[src/rtl/decode_unit.sv]
// Decode stage: register file, immediate extension, branch compare, next-PC
// select, D/E pipeline register and a per-register pending-write scoreboard.
// Optional macro DECODE_WT_BYPASS_EN enables write-through reads and lets a
// draining scoreboard entry report not-busy in the cycle it retires.
module decode_unit #(
  parameter int unsigned DW   = 32,
  parameter int unsigned NREG = 32,
  parameter int unsigned AW   = 5
) (
  input  logic          clk,
  input  logic          reset,
  input  logic [DW-1:0] pc_d,
  input  logic [31:0]   instr_d,
  input  logic          valid_d,
  input  logic          wr_en_d,
  input  logic [AW-1:0] a3_d,
  input  logic [1:0]    ext_op,
  input  logic [2:0]    cmp_op,
  input  logic [1:0]    br,
  input  logic [DW-1:0] fwd_rs,
  input  logic [DW-1:0] fwd_rt,
  input  logic          jr,
  input  logic [DW-1:0] epc,
  input  logic          we_w,
  input  logic [AW-1:0] a3_w,
  input  logic [DW-1:0] wd_w,
  input  logic          stall_d,
  input  logic          flush_e,
  output logic [DW-1:0] rd1,
  output logic [DW-1:0] rd2,
  output logic          cmp_out,
  output logic [DW-1:0] npc,
  output logic [DW-1:0] pc_e,
  output logic [31:0]   instr_e,
  output logic [DW-1:0] rd1_e,
  output logic [DW-1:0] rd2_e,
  output logic [DW-1:0] ext_e,
  output logic          valid_e,
  output logic          wr_en_e,
  output logic [AW-1:0] a3_e,
  output logic          busy_rs,
  output logic          busy_rt
);

  // Extension is computed at least 32 bits wide so the shifted-by-16 form fits.
  localparam int unsigned XW = (DW > 32) ? DW : 32;

  logic [15:0]    imm;
  logic [AW-1:0]  rs_a;
  logic [AW-1:0]  rt_a;
  logic [XW-1:0]  sext_wide;
  logic [XW-1:0]  ext_wide;
  logic [DW-1:0]  ext;
  logic [DW-1:0]  pc4;
  logic [DW-1:0]  br_off;
  logic [DW-1:0]  jt_abs;
  logic           wr;
  logic           issue;
  logic [DW-1:0]  regs [NREG];
  logic [1:0]     cnt  [NREG];

  assign imm       = instr_d[15:0];
  assign rs_a      = AW'(instr_d[25:21]);
  assign rt_a      = AW'(instr_d[20:16]);
  assign sext_wide = {{(XW-16){imm[15]}}, imm};
  assign wr        = we_w && (a3_w != '0);
  assign issue     = valid_d && wr_en_d && (a3_d != '0) && !stall_d && !flush_e;

  // Immediate extension select
  always_comb begin
    ext_wide = XW'(imm);
    case (ext_op)
      2'b01:   ext_wide = sext_wide;
      2'b10:   ext_wide = XW'({imm, 16'h0000});
      default: ext_wide = XW'(imm);
    endcase
  end

  assign ext = ext_wide[DW-1:0];

  // Signed compare on the forwarded operands (sign bit + zero test)
  always_comb begin
    cmp_out = 1'b0;
    case (cmp_op)
      3'b000:  cmp_out = (fwd_rs == fwd_rt);
      3'b001:  cmp_out = (fwd_rs != fwd_rt);
      3'b010:  cmp_out = fwd_rs[DW-1] || (fwd_rs == '0);
      3'b011:  cmp_out = !fwd_rs[DW-1] && (fwd_rs != '0);
      3'b100:  cmp_out = fwd_rs[DW-1];
      3'b101:  cmp_out = !fwd_rs[DW-1];
      default: cmp_out = 1'b0;
    endcase
  end

  assign pc4    = pc_d + DW'(4);
  assign br_off = sext_wide[DW-1:0] << 2;

  // Absolute jump target keeps the PC region bits above the 28-bit field
  if (DW > 28) begin : g_jt_wide
    assign jt_abs = {pc_d[DW-1:28], instr_d[25:0], 2'b00};
  end else begin : g_jt_narrow
    logic [27:0] jt28;
    assign jt28   = {instr_d[25:0], 2'b00};
    assign jt_abs = jt28[DW-1:0];
  end

  // Next-PC select
  always_comb begin
    npc = pc4;
    case (br)
      2'b01:   npc = cmp_out ? (pc4 + br_off) : pc4;
      2'b10:   npc = jr ? fwd_rs : jt_abs;
      2'b11:   npc = epc;
      default: npc = pc4;
    endcase
  end

  // Register file reads; r0 is hardwired to zero
`ifdef DECODE_WT_BYPASS_EN
  assign rd1 = (rs_a == '0) ? '0 : ((wr && (a3_w == rs_a)) ? wd_w : regs[rs_a]);
  assign rd2 = (rt_a == '0) ? '0 : ((wr && (a3_w == rt_a)) ? wd_w : regs[rt_a]);
`else
  assign rd1 = (rs_a == '0) ? '0 : regs[rs_a];
  assign rd2 = (rt_a == '0) ? '0 : regs[rt_a];
`endif

  // Register file write port, cleared by reset
  always_ff @(posedge clk) begin
    if (reset) begin
      for (int i = 0; i < NREG; i++) regs[i] <= '0;
    end else if (wr) begin
      regs[a3_w] <= wd_w;
    end
  end

  // Pending-write counters: +1 on issue, -1 on W write, saturating 0..3
  always_ff @(posedge clk) begin
    if (reset) begin
      for (int i = 0; i < NREG; i++) cnt[i] <= 2'd0;
    end else begin
      for (int i = 1; i < NREG; i++) begin
        if (issue && (a3_d == AW'(i)) && !(we_w && (a3_w == AW'(i)))) begin
          if (cnt[i] != 2'd3) cnt[i] <= cnt[i] + 2'd1;
        end else if (we_w && (a3_w == AW'(i)) && !(issue && (a3_d == AW'(i)))) begin
          if (cnt[i] != 2'd0) cnt[i] <= cnt[i] - 2'd1;
        end
      end
    end
  end

  // Busy flags; with bypass, the last outstanding write retiring now clears busy
`ifdef DECODE_WT_BYPASS_EN
  logic rs_drain;
  logic rt_drain;
  assign rs_drain = we_w && (a3_w == rs_a) && !(issue && (a3_d == rs_a)) && (cnt[rs_a] == 2'd1);
  assign rt_drain = we_w && (a3_w == rt_a) && !(issue && (a3_d == rt_a)) && (cnt[rt_a] == 2'd1);
  assign busy_rs  = (rs_a != '0) && (cnt[rs_a] != 2'd0) && !rs_drain;
  assign busy_rt  = (rt_a != '0) && (cnt[rt_a] != 2'd0) && !rt_drain;
`else
  assign busy_rs  = (rs_a != '0) && (cnt[rs_a] != 2'd0);
  assign busy_rt  = (rt_a != '0) && (cnt[rt_a] != 2'd0);
`endif

  // D/E pipeline register: reset, then flush, then stall, else load
  always_ff @(posedge clk) begin
    if (reset || flush_e) begin
      pc_e    <= '0;
      instr_e <= '0;
      rd1_e   <= '0;
      rd2_e   <= '0;
      ext_e   <= '0;
      valid_e <= 1'b0;
      wr_en_e <= 1'b0;
      a3_e    <= '0;
    end else if (!stall_d) begin
      pc_e    <= pc_d;
      instr_e <= instr_d;
      rd1_e   <= rd1;
      rd2_e   <= rd2;
      ext_e   <= ext;
      valid_e <= valid_d;
      wr_en_e <= wr_en_d;
      a3_e    <= a3_d;
    end
  end

endmodule

[config.mk]
export PLATFORM = sky130hd
export DESIGN_NAME = decode_unit
export DESIGN_NICKNAME = d
export VERILOG_FILES = /design/src/rtl/decode_unit.sv
export SDC_FILE = /design/constraint.sdc
export NUM_CORES = 2
export LEC_CHECK = 0
export ABC_CLOCK_PERIOD_IN_PS = 10260
export CORE_UTILIZATION = 65
export DETAILED_ROUTE_END_ITERATION = 7
export PLACE_DENSITY = 0.87
export SLEW_MARGIN = 20
export SYNTH_ARGS = -nofsm -noshare
export SYNTH_HDL_FRONTEND = slang
export SYNTH_SLANG_ARGS = --single-unit
[constraint.sdc]
create_clock -name clk -period 10.26 [get_ports clk]
set_input_delay 1.539 -clock clk [delete_from_list [all_inputs] [get_ports clk]]
set_output_delay 1.539 -clock clk [all_outputs]
set_load 0.02 [all_outputs]
# [After elaboration in Yosys (flattened, before gate mapping)]
# Memory sizes are Yosys's and may differ from the RTL's.
# Cells that the tools add are included.
# Widths: inputs -> output; s select.
[totals] in_bits=217 mem_bits_rw=1088 ff_bits=167 mem_count=2 wordCells=839 output_inout_bits=266
[classes] bitwise_logic=62 muxes=356 add_sub_neg=64 n_reduce_logical=242 eq_ne=105
[memory_table] memory="regs" depth=32 word_bits=32 read_ports=2 rd_ports_with_merged_regs=0 wr=32 line="59" rtl="logic [DW-1:0] regs [NREG];"
[memory_table] memory="cnt" depth=32 word_bits=2 read_ports=33 rd_ports_with_merged_regs=0 wr=32 line="60" rtl="logic [1:0] cnt [NREG];"
[ops] op="$mux 1" n=285
[ops] op="$eq 5x5->1 const B" n=32
[ops] op="$mux 32" n=5
[ops] op="$logic_and 1x1->1" n=132
[ops] op="$mux 2" n=62
[ops] op="$pmux 32 s3" n=1
[ops] op="$eq 5x4->1 const B" n=16
[ops] op="$reduce_bool 2->1" n=33
[ops] op="$logic_not 1->1" n=65
[ops] op="$pmux 32 s2" n=1
[ops] op="$add 2x1->2 const B" n=31
[ops] op="$ne 2x2->1 const B" n=31
[ops] op="$or 1x1->1" n=62
[ops] op="$sub 2x1->2 const B" n=31
[ops] op="$eq 5x3->1 const B" n=8
[ops] op="$add 32x3->32 const B" n=1
[ops] op="$add 32x32->32" n=1
[ops] op="$eq 32x32->1" n=1
[ops] op="$logic_not 32->1" n=1
[ops] op="$ne 32x32->1" n=1
[ops] op="$reduce_bool 32->1" n=1
[ops] op="$reduce_or 32->1" n=1
[ops] op="$eq 5x2->1 const B" n=4
[ops] op="$reduce_bool 5->1" n=4
[ops] op="other kinds (11)" n=19

# [Depth between registers and ports, before layout]
[logic_depth] ltp_word=12 depth_mapped=16 mapped_depth_nobuf=16

# [Worst setup path after synthesis]
# No wires, ideal clock.
[synth_path] kind="in2out" startpoint="in pc_d[2]" endpoint="out npc[31]" stages=15 t_arrival_ns=4.767 slack_ns=3.954 path_buffers=1 cell_sequence="ha_1 > and4_1 > and3_1 > and4_1 > xor2_1 > ha_1 > clkbuf_1 > nand4_1 > nor2_1 > and3_1 > o31ai_4 > a21oi_1 > o221ai_1 > mux2i_1 > o311ai_1"
[synth_via] elab_chain_len=4
[synth_rtl] element="start: declaration" line="12" rtl="input logic [DW-1:0] pc_d,"
[synth_rtl] element="$add 32x3->32 (*)" line="95" rtl="assign pc4 = pc_d + DW'(4);"
[synth_rtl] element="$add 32x32->32" line="111" rtl="2'b01: npc = cmp_out ? (pc4 + br_off) : pc4;"
[synth_rtl] element="$mux 32" line="111"
[synth_rtl] element="$pmux 32 s3 (*)" line="110" rtl="case (br)"
[synth_rtl] element="end: declaration" line="32" rtl="output logic [DW-1:0] npc,"
# Every way passes the cells marked *; elsewhere a longest branch is shown, timed or not.

# [Worst setup path in the final report]
[layout_path] startpoint="in pc_d[3]" endpoint="out npc[31]"
# Same word-level chain as after synthesis.

==> results_dict.tcl <==
set metrics [dict create \
    status "finished with violations" \
    violations_in_the_final_reports "design-rule violations" \
    count_of_clock_tree_sinks 1252 \
    nNetsFinal 5429 \
    clock_tree.buffer_depth 3 \
    clock-root-buffer "sky130_fd_sc_hd__clkbuf_16" \
    transition_time_of_the_tightest_slew_check_pin_ps 1260 \
    share_of_cells_above_drive_strength_1_pct 20.9 \
    start_util_pct 65.9 \
    synthDominantAreaCellType "sky130_fd_sc_hd__edfxtp_1" \
    synth_seq_cells 1252 \
    numCtsBuffers 133 \
    finalSetupViolCount 0 \
    synth.yosys.seq_area_share_pct 52.4 \
    ant_nets 0 \
    first_global_vias 50441 \
    post-route-drc-count 5 \
    ys_dominant_reg_cell "sky130_fd_sc_hd__edfxtp_1" \
    num_io_pins 483 \
    dpl.hpwl_mm 135 \
    drtIter0Drc 9480 \
    post-synth-top-count-cell "sky130_fd_sc_hd__edfxtp_1" \
    grtUsageTotal_pct 44.9 \
    drv_slew 0 \
    design_area_um2 79200 \
    pin_count_of_the_biggest_net_entering_global_routing 105 \
    worst_setup_hold_path_clk_slew_ps 60 \
    finalWeightedCongestion 0.935 \
    rsz0062_at_grt "false" \
    area_growth_pct 15.5 \
    max_clock_freq_ghz 0.123 \
    crit_fanout 5 \
    synth_cells 4877 \
    synthTopCellsByArea "sky130_fd_sc_hd__edfxtp_1, sky130_fd_sc_hd__mux4_2, sky130_fd_sc_hd__and2_1" \
    synth_async_sr_flop_share_pct 0 \
    fp.dieW_um 327 \
    die_area_um2 107000 \
    grt_pass1_wl_mm 342 \
    post_cts.resized_instances 0 \
    post-cts-setup-buffers 0 \
    firstDrtPassIters 8 \
    clk-insertion-delay-late_ps 780 \
    routed_wl_mm 241 \
    peakVddDrop_mv 0.176 \
    cp-end-kind "output pin" \
    final_period_minus_worst_setup_slack_ps 8140 \
    finalPower_mw 12.9 \
    required_time_of_the_critical_path_ps 8720 \
    tns_ps 0 \
    rows 118 \
    worst_ep_arrival_time_ps 6600 \
    synth_top_area_share_pct 47.5 \
    detailroute.via_count 50792 \
    core_region_area_um2 104000 \
    synthesis.yosys.warnings 0 \
    grt_antenna_before_repair 22 \
    synth_commonest_cells "sky130_fd_sc_hd__edfxtp_1, sky130_fd_sc_hd__and2_1, sky130_fd_sc_hd__mux4_2" \
    die_height_um 327 \
    r2r-start "regs[27][17]" \
    grt_overflow 0 \
    timing.final.hold_violations 0 \
    path_class "in2out" \
    yosys_cell_types 77 \
    worstHoldStart "rd2_e[18]" \
    max_cap_viol_count 0 \
    hold_class "reg2reg" \
    post_drt_wl_per_cell_um 36.0 \
    total_leakage_power_nw 28.0 \
    cts.htree.levels 4 \
    max_slew_headroom_pct 15.5 \
    worstSetupStartpoint "pc_d[3]" \
    timing.final.crit_share_pct 79.3 \
    synth_edf_count 1085 \
    synthesis.area_per_instance_um2 14.1 \
    worst_setup_path_start_kind "input port" \
    filler_cell_count 5771 \
    buffer_ports.inserted 482 \
    drt-vias-per-instance 7.60 \
    powerDensity_nw_per_um2 163 \
    netlist_area_um2 68600 \
    place_area_um2 74900 \
    clock_tree_from_tritoncts "done" \
    finalClockSkew_ps 25.0 \
    postCtsHoldBufs 0 \
]
per-layer routing:
metal,global-route usage [%],wire length (um)
met5,0,23
met4,31.2,20100
met3,16.1,41300
met2,67.3,108000
met1,54.7,71300
sequential cells by signal (all words and copies together) (netlist names):
register,flops
rd1_e,32
cnt,62
pc_e,32
rd2_e,32
regs,1023
instr_e,32
wr_en_e,1
a3_e,5
valid_e,1
ext_e,32
where the power goes:
group	leakage, nW	switching [mW]	internal, mW	total, mW
sequential	11.7	0.176	5.81	5.98
combinational	14.2	1.17	0.924	2.09
clock	2.08	2.11	2.72	4.84
worst max-delay path: stages:
cell and delay [ps]:
sky130_fd_sc_hd__clkdlybuf4s50_1 580, sky130_fd_sc_hd__ha_1 260, sky130_fd_sc_hd__and4_1 230, sky130_fd_sc_hd__and3_1 380, sky130_fd_sc_hd__nand3_1 200, sky130_fd_sc_hd__nor2_1 230
sky130_fd_sc_hd__nand3_1 120, sky130_fd_sc_hd__xnor2_1 370, sky130_fd_sc_hd__ha_1 330, sky130_fd_sc_hd__a21oi_1 230, sky130_fd_sc_hd__o21bai_1 90, sky130_fd_sc_hd__a21o_1 190
sky130_fd_sc_hd__a41oi_1 260, sky130_fd_sc_hd__nand2_1 80, sky130_fd_sc_hd__o221ai_1 380, sky130_fd_sc_hd__mux2i_1 140, sky130_fd_sc_hd__o311ai_1 290, sky130_fd_sc_hd__clkdlybuf4s50_1 670
layout make-up:
type,instances,area [um2],area share [%]
Antenna cell,27,67.6,0.0853
Clock buffer,179,3640,4.60
Clock inverter,60,644,0.813
Inverter,38,145,0.183
Multi-Input combinational cell,3163,31400,39.7
Sequential cell,1252,35900,45.3
Tap cell,1380,1730,2.18
Timing Repair Buffer,583,5660,7.14
through the flow:
| step | setup WS [ps] | utilization (%) | std cells | hold slack, ps |
|---|---|---|---|---|
| after floorplan | 3950 | - | 4907 | 545 |
| after global placement | 2290 | 71.9 | 6415 | 451 |
| after detailed placement | 2240 | 71.9 | 6415 | 484 |
| after CTS | 2230 | 76.0 | 6654 | 496 |
| after global routing | 1730 | 76.1 | 6666 | 517 |
| final | 2120 | 76.1 | 6682 | 495 |
placed cells by master, fill, tap and decap left out, types with 33 or more instances in the layout:
cell type / n
sky130_fd_sc_hd__edfxtp_1: 1085
sky130_fd_sc_hd__and2_1: 963
sky130_fd_sc_hd__mux4_2: 652
sky130_fd_sc_hd__clkdlybuf4s50_1: 470
sky130_fd_sc_hd__nor2_1: 354
sky130_fd_sc_hd__mux2i_1: 194
sky130_fd_sc_hd__dfxtp_1: 167
sky130_fd_sc_hd__clkbuf_16: 137
sky130_fd_sc_hd__nand2_1: 136
sky130_fd_sc_hd__buf_4: 100
sky130_fd_sc_hd__a21oi_1: 97
sky130_fd_sc_hd__xnor2_1: 66
sky130_fd_sc_hd__mux2_2: 54
sky130_fd_sc_hd__nand3_1: 51
sky130_fd_sc_hd__and3_1: 45
sky130_fd_sc_hd__ha_1: 40
sky130_fd_sc_hd__inv_1: 35
sky130_fd_sc_hd__a22o_1: 34
sky130_fd_sc_hd__clkbuf_1: 34
sky130_fd_sc_hd__xor2_1: 33
sky130_fd_sc_hd__a21o_1: 33
cell families (layout without fill, tap and decap cells):
logic type | count (synthesis) | after routing | synth area share, %
XOR/XNOR | 99 | 99 | 1.26
flip-flops | 1252 | 1252 | 52.4
multiplexers | 912 | 912 | 25.4
AND/OR/NAND/NOR | 1704 | 1704 | 13.7
buffers and inverters | 492 | 860 | 2.81
AO/OA/AOI/OAI | 376 | 376 | 3.77
other | 1 | 58 | 0.00547
adder cells (fa/ha/maj) | 41 | 41 | 0.759
final timing paths:
check / slack (ps) / to / depth (start not counted)
max reg2reg: 7450 / rd2_e[17] / 6
min: 500 / rd2_e[18] / 2
max: 2120 / npc[31] / 18
min reg2reg: 500 / rd2_e[18] / 2
No activity file was read; power rests on OpenSTA's default activity.
==> RTL change (same flow settings) <==
The option `DECODE_WT_BYPASS_EN` is turned on by a define.
--- a/src/rtl/decode_unit.sv
+++ b/src/rtl/decode_unit.sv
@@ -4,2 +4,4 @@
 // draining scoreboard entry report not-busy in the cycle it retires.
+`define DECODE_WT_BYPASS_EN
+
 module decode_unit #(
Function: not settled (the Yosys comparison gave no result); the edit may change what the design does.
==> RTL change against the unedited design <==
Via count rose by 3.8%; routed wire length rose by 4.7%; register-to-register slack improved by 0.30 ns; count of clock-buffer cells in the layout rose by 6; power barely moved; cell area rose by 1.5%; sequential cell count rose by 1; worst setup slack got worse by 0.29 ns; first-iteration DRC count rose by 0.80%; area after synthesis rose by 2.2%; largest cell class unchanged; largest power group unchanged.
==> RTL change: results (changes against the unedited design) <==
- Critical R2R Launch: regs[27][15]$_SDFFCE_PN0P_
- DR iter-0 viols: 9556 (+0.80%)
- EDFF count, synth: 1086 (+0.092%)
- Commonest cells in the netlist: 1086 x edfxtp_1, 965 x and2_1, 674 x mux4_2
- Nets: 5667 (+4.4%)
- Critical path peak fanout: 6 (+1)
- Synth top area cells: edfxtp_1 47%, mux4_2 22%, and2_1 8.6%
- Status: finished, final reports clean
- Routed wire length: 252 mm (+4.7%)
- M1 GR Usage: 54.2% (-0.56 points)
- Multiplexer share of the synthesized area: 24.4% (-0.96 points)
- Met2 usage: 70.3% (+3.0 points)
- Num CTS Buffers: 132 (-0.75%)
- Synth Area in Compound Gates: 5.06% (+1.3 points)
- Routability cong.: 0.977 (+4.5%)
- Post-Synth XOR/XNOR Area: 1.50% (+0.24 points)
- Antenna violations before repair: 32 (+45%)
- Adder-Cell Fraction of Synth Area: 0.671% (-0.088 points)
- First-pass GRT wire length: 357 mm (+4.4%)
- Number of fill cells: 6137 (+6.3%)
- Worst VDD drop: 160 uV (-9.2%)
- Final HPWL DP: 145 mm (+7.4%)
- Dpl ws: 2.03 ns (-0.215 ns)
- Router iterations before antenna repair: 7 (-1)
- Total track usage: 46.3% (+1.5 points)
- Crit. Startpoint: pc_d[2]
- Largest net degree at the start of global routing: 143 (+36%)
- Netlist cell types: 80 (+3.9%)
- Vias in the first global route: 52500 (+4.1%)
- Post-synthesis sequential area ratio: 51.3% (-1.1 points)
- Leak Pwr: 28.1 nW (+0.31%)
- Hold path start: rd2_e[4]$_SDFFE_PP0N_
RTL change: metrics by stage:
step	instance area, sq um	total power, W	hold slack (ns)	std cells	util (%)
2_1_floorplan	70200	0.00730	0.527	5162	-
3_3_place_gp	76100	0.00807	0.435	6679	71.1
3_5_place_dp	76200	0.00815	0.442	6679	71.1
4_1_cts	80300	0.0128	0.450	6916	75.0
5_1_grt	80400	0.0131	0.467	6937	75.1
6_report	80500	0.0129	0.447	6950	75.2
RTL change: worst paths after layout:
check             cells after the start                      to  slack, ns
setup / recovery                     17                 npc[31]       1.84
hold reg to reg                       2   rd2_e[4]$_SDFFE_PP0N_       0.45
hold / removal                        2   rd2_e[4]$_SDFFE_PP0N_       0.45
setup reg to reg                      6  rd2_e[15]$_SDFFE_PP0N_       7.75
RTL change: per-layer routing:
layer  part of all wire, %  vias up
met5                 0.036        -
met4                   8.9       12
met3                    16     1621
met2                    45     5620
met1                    30    25400
li1                      -    20100
RTL change: area by class of cell:
class | count | area share [%]
Clock buffer | 185 | 4.60
Clock inverter | 52 | 0.603
Inverter | 31 | 0.151
Tap cell | 1403 | 2.18
Multi-Input combinational cell | 3392 | 40.5
Sequential cell | 1253 | 44.7
Antenna cell | 31 | 0.0964
Timing Repair Buffer | 603 | 7.22
RTL change: cells by family after synthesis:
| group | count (synthesis) |
|---|---|
| adders and majority gates | 37 |
| AOI/OAI and AO/OA | 534 |
| buffers and inverters | 517 |
| DFF | 1253 |
| xor gates and xnor gates | 120 |
| other | 1 |
| and+or+nand+nor | 1802 |
| muxes | 867 |
RTL change: worst max-delay path, cell delays in order:
cell and delay, ns:
clkdlybuf4s50_1 0.60, ha_1 0.27, nand4_1 0.17, nor3_1 0.51, and2_0 0.42, nand2_1 0.12
xnor2_1 0.35, ha_1 0.32, a21oi_1 0.33, o2111ai_1 0.19, a21boi_0 0.35, o211ai_1 0.13
a21oi_1 0.25, xnor2_1 0.12, a211o_1 0.31, nand3_1 0.24, clkdlybuf4s50_1 0.66
RTL change: power by group:
part / internal [W] / switching (W) / total, W
sequential: 0.00581 / 0.000184 / 0.00600
clock: 0.00268 / 0.00207 / 0.00475
combinational: 0.000938 / 0.00123 / 0.00217
total: 0.00943 / 0.00348 / 0.0129
